===== config.mk =====
export PLATFORM = sky130hd
export DESIGN_NAME = pipeline_ctrl
export DESIGN_NICKNAME = d
export VERILOG_FILES = /design/src/rtl/pipeline_ctrl.sv
export SDC_FILE = /design/constraint.sdc
export NUM_CORES = 1
export LEC_CHECK = 0
export ABC_AREA = 1
export BUFFER_PORTS_ARGS = -buffer_cell sky130_fd_sc_hd__buf_4
export CAP_MARGIN = 20
export CORE_ASPECT_RATIO = 1.75
export CORE_UTILIZATION = 47
export CTS_BUF_LIST = sky130_fd_sc_hd__clkbuf_4
export CTS_CLUSTER_SIZE = 10
export DETAILED_ROUTE_END_ITERATION = 10
export GPL_TIMING_DRIVEN = 0
export PLACE_DENSITY = 0.7
export SYNTH_ARGS = -nofsm -noshare
export SYNTH_HDL_FRONTEND = slang
export SYNTH_SLANG_ARGS = --single-unit

===== constraint.sdc =====
create_clock -name CLK -period 3.5 [get_ports CLK]
set_input_delay 0.35 -clock CLK [delete_from_list [all_inputs] [get_ports CLK]]
set_output_delay 0.35 -clock CLK [all_outputs]
set_load 0.1 [all_outputs]

===== src/rtl/pipeline_ctrl.sv =====
// Pipeline sequencing controller: per-stage enable/flush, PC enable, hazard
// bubbles, data-wait freeze, redirect squash, halt, and performance counters.
module pipeline_ctrl (
    input  logic        CLK,
    input  logic        nRST,
    input  logic        ihit,
    input  logic        dhit,
    input  logic        ex_dREN,
    input  logic [4:0]  ex_wsel,
    input  logic [4:0]  id_rs,
    input  logic [4:0]  id_rt,
    input  logic        id_uses_rt,
    input  logic        mem_dREN,
    input  logic        mem_dWEN,
    input  logic        mem_redirect,
    input  logic        wb_halt,
    output logic        pc_en,
    output logic        ifid_en,
    output logic        idex_en,
    output logic        exmem_en,
    output logic        memwb_en,
    output logic        ifid_flush,
    output logic        idex_flush,
    output logic        exmem_flush,
    output logic        memwb_flush,
    output logic        halted,
    output logic [31:0] cycle_cnt,
    output logic [31:0] stall_cnt,
    output logic [31:0] flush_cnt
);

    typedef enum logic [1:0] {
        RUN    = 2'd0,
        DWAIT  = 2'd1,
        HALTED = 2'd2
    } state_t;

    state_t      state_reg, state_next;
    logic        stall_ev, flush_ev;
    logic        data_wait, load_use;
    logic [31:0] cycle_cnt_reg, stall_cnt_reg, flush_cnt_reg;

    // DWAIT keeps the freeze asserted until dhit, even if the MEM request drops.
    assign data_wait = ((mem_dREN | mem_dWEN) | (state_reg == DWAIT)) & ~dhit;
    assign load_use  = ex_dREN && (ex_wsel != 5'd0) &&
                       ((ex_wsel == id_rs) || (id_uses_rt && (ex_wsel == id_rt)));

    always_comb begin
        pc_en       = 1'b1;
        ifid_en     = 1'b1;
        idex_en     = 1'b1;
        exmem_en    = 1'b1;
        memwb_en    = 1'b1;
        ifid_flush  = 1'b0;
        idex_flush  = 1'b0;
        exmem_flush = 1'b0;
        memwb_flush = 1'b0;
        halted      = 1'b0;
        stall_ev    = 1'b0;
        flush_ev    = 1'b0;
        state_next  = RUN;

        if (state_reg == HALTED) begin
            pc_en      = 1'b0;
            ifid_en    = 1'b0;
            idex_en    = 1'b0;
            exmem_en   = 1'b0;
            memwb_en   = 1'b0;
            halted     = 1'b1;
            state_next = HALTED;
        end else if (wb_halt) begin
            pc_en      = 1'b0;
            ifid_en    = 1'b0;
            idex_en    = 1'b0;
            exmem_en   = 1'b0;
            memwb_en   = 1'b0;
            state_next = HALTED;
        end else if (data_wait) begin
            pc_en       = 1'b0;
            ifid_en     = 1'b0;
            idex_en     = 1'b0;
            exmem_en    = 1'b0;
            memwb_flush = 1'b1;
            stall_ev    = 1'b1;
            state_next  = DWAIT;
        end else if (mem_redirect) begin
            ifid_flush  = 1'b1;
            idex_flush  = 1'b1;
            exmem_flush = 1'b1;
            flush_ev    = 1'b1;
        end else if (load_use) begin
            pc_en      = 1'b0;
            ifid_en    = 1'b0;
            idex_flush = 1'b1;
            stall_ev   = 1'b1;
        end else if (!ihit) begin
            pc_en      = 1'b0;
            ifid_flush = 1'b1;
            stall_ev   = 1'b1;
        end
    end

    always_ff @(posedge CLK or negedge nRST) begin
        if (!nRST) begin
            state_reg     <= RUN;
            cycle_cnt_reg <= 32'd0;
            stall_cnt_reg <= 32'd0;
            flush_cnt_reg <= 32'd0;
        end else begin
            state_reg <= state_next;
            if (state_reg != HALTED) begin
                cycle_cnt_reg <= cycle_cnt_reg + 32'd1;
                if (stall_ev)
                    stall_cnt_reg <= stall_cnt_reg + 32'd1;
                if (flush_ev)
                    flush_cnt_reg <= flush_cnt_reg + 32'd1;
            end
        end
    end

    assign cycle_cnt = cycle_cnt_reg;
    assign stall_cnt = stall_cnt_reg;
    assign flush_cnt = flush_cnt_reg;

endmodule


==> flow_metrics.py <==
metrics = {
    "outcome": {
        "status": "complete, no violations",
    },
    "cells_and_area": {
        "final_nets": 1085,
        "final_cell_mix": "368 x nand2_1, 133 x buf_4, 99 x inv_1, 98 x dfrtp_1, 97 x nor2_1",
        "drive_above_1_share_pct": 17.34,
        "multi_input_area_sq_mm": 0.003352,
        "seq_area_sq_mm": 0.002452,
        "syn_to_final_growth_pct": 21.36,
        "instances_no_fill": 1233,
        "fillers": 1329,
        "post-route-cell-area_sq_mm": 0.007620,
        "final_common_cell": "nand2_1",
    },
    "grt": {
        "grt_pass1_vias": 5935,
        "grt_max_degree": 67,
        "gr-total-overflow": 0,
        "antenna_found_initial": 1,
        "grt_pass1_wl_um": 28370,
        "grt.total_usage_pct": 26.80,
    },
    "setup_path": {
        "worstReg2RegEnd": "stall_cnt[26]",
        "critPathLaunchType": "flip-flop",
        "timing.reg2reg.setup_slack_ns": 1.33,
        "crit_slowest_cell": "dfrtp_1",
        "r2r-start": "stall_cnt[0]",
        "critPathKind": "reg -> out",
        "cp_max_fo": 10,
        "worstPathCellList": "nand2_4 > inv_4 > nor2_8 > nand2_2 > nor2_4 > inv_1 > buf_2 > o21ai_0 > buf_4",
        "worstPathArrival_ns": 2.25,
        "cp.required_ns": 3.15,
        "reg2reg_depth": 10,
        "cp_slowest_stage_delay_ns": 0.44,
        "end_kind": "output pin",
    },
    "yosys": {
        "syn_avg_cell_area_sq_um": 6.869,
        "synthesis.area_sq_mm": 0.006279,
        "ys_seq_area_share_pct": 39.06,
        "ys_warn_count": 0,
        "ys_seq_elements": 98,
        "syn-num-nets": 942,
        "syn_inst": 914,
        "synth.distinct_cells": 29,
    },
    "die": {
        "dieHeight_um": 154.9,
        "dieArea_sq_mm": 0.01384,
        "start_util_pct": 48.27,
        "core_sq_mm": 0.01301,
        "ios": 131,
        "rows": 55,
        "die_x_um": 89.37,
    },
    "routing": {
        "post_drt_wl_per_cell_um": 14.18,
        "route.detailed.drc": 0,
        "ant_nets": 0,
        "drt-vias-per-instance": 4.974,
        "vias": 6133,
        "drt-initial-drc-count": 263,
        "wl_um": 17490,
        "dr.pass1.iters": 5,
    },
    "place": {
        "dp_cells": 1216,
        "portBuffers": 130,
        "place.detailed.hpwl_um": 13990,
        "gp_congestion": 1.024,
        "post_dp_cell_area_sq_mm": 0.007496,
    },
    "cts": {
        "clkSinkCount": 98,
        "cts_buffer_depth": 2,
        "cts_tree": "yes",
        "htreeDepth": 3,
        "clkSlewWorstSetupHoldPaths_ns": 0.15,
        "worst_skew_pair.late_latency_ns": 0.46,
        "clock-root-buffer": "clkbuf_4",
        "cts_made_buffers": 9,
        "cts_resized": 0,
    },
    "power_and_ir_drop": {
        "ir_drop_mv": 0.1374,
        "power_density_mw_per_mm2": 314.1,
        "power.leakage_nw": 4.052,
    },
    "sta": {
        "report.final.slew_viol_count": 0,
        "hold_viol_final": 0,
        "rsz0062_at_grt": "no",
        "hold_slack_ns": 0.2108,
        "fmax_mhz": 385.2,
        "period_needed_ns": 2.596,
        "finalSetupViolCount": 0,
        "tns_ns": 0,
        "tightest_slew_ns": 0.4878,
        "slew_headroom_pct": 67.48,
        "post-route-period-util_pct": 74.18,
        "skew_ns": 0.03023,
    },
    "min_path": {
        "hold_end": "stall_cnt[18]",
        "hp-class": "in -> reg",
        "whs_path_depth": 4,
        "hp-start": "wb_halt",
    },
    "job": {
        "maxCapViolations": 0,
    },
}
per-layer routing:
metal | vias to the layer above | GRT usage [%] | wire length (um)
met5 | - | 0 | 0
met4 | 0 | 14.74 | 822
met3 | 40 | 3.077 | 702
met2 | 181 | 48.16 | 9397
met1 | 2804 | 29.77 | 6565
li1 | 3108 | - | -
repair_timing:
action,4_1_cts,5_1_grt
endpoints found under the hold margin,32,0
setup buffers,0,0
hold buffers,1,0
worst max path at each step:
stage | startpoint | to | slack [ns]
CTS | state_reg[1] | idex_flush | 0.86
global route | state_reg[1] | idex_flush | 0.73
floorplan | state_reg[1] | ifid_flush | 0.04
finish | state_reg[1] | idex_flush | 0.90
global placement | ex_wsel[2] | pc_en | 1.21
detailed placement | ex_wsel[3] | pc_en | 1.28
Yosys cell counts:
library cell    n  area share [%]
xor2_1         50             7.0
nand3b_1       13             1.6
nor3_1         34             2.7
nor2_4          3            0.54
nand2_4         1            0.18
dfrtp_1        98              39
nor2_1         97             5.8
nor2_2          7            0.70
nor3_4          1            0.26
nand4_4         1            0.34
nand4_1        11             1.1
nand3_2         1            0.16
inv_4           1            0.10
nor2_8          1            0.32
o21ai_0        16             1.3
buf_2          11            0.88
inv_1          99             5.9
nor4_1          1            0.10
buf_6           1            0.18
o21a_1          1            0.12
inv_2           1           0.060
ha_1            3            0.60
nor3_2          1            0.16
nand2_1       368              22
nand3_1        62             4.9
buf_1           1           0.060
xnor2_1        22             3.1
buf_4           3            0.36
nand2_2         5            0.50
critical path, delay by kind of cell (launching register included):
family / cells / cell delay (ns)
flip-flops: 1 / 0.44
buffers and inverters: 4 / 0.72
AO/OA/AOI/OAI: 1 / 0.14
AND/OR/NAND/NOR: 4 / 0.51
power by group:
part           internal [mW]  switching [mW]
logic                  0.131           0.475
registers               1.18          0.0623
clock network          0.160           0.389
kinds of logic (layout without fill, tap and decap cells):
group,Yosys count,in the layout,synth area share [%]
buffers and inverters,117,264,7.553
AO/OA/AOI/OAI,17,17,1.395
other,0,1,0
AND/OR/NAND/NOR,607,607,41.35
flip-flops,98,98,39.06
XOR/XNOR,72,72,10.04
adder cells (fa/ha/maj),3,3,0.5979
area by class of cell:
| type | count | share of cell area (%) |
|---|---|---|
| timing repair buffer | 132 | 13.30 |
| clock inverter | 4 | 0.3777 |
| multi-input combinational | 699 | 43.99 |
| buffer | 16 | 1.215 |
| inverter | 101 | 5.008 |
| clock buffer | 11 | 1.084 |
| sequential | 98 | 32.18 |
| antenna | 1 | 0.03284 |
| tap | 171 | 2.808 |
stage by stage:
step / worst slack, ns / util (%) / power, mW
CTS: 0.8577 / 58.57 / 2.427
floorplan: 0.04242 / - / 1.691
global route: 0.7284 / 58.59 / 2.506
detailed placement: 1.281 / 57.63 / 1.869
global placement: 1.206 / 57.42 / 1.859
finish: 0.9036 / 58.59 / 2.394
Power figures use the tool's default switching activity.
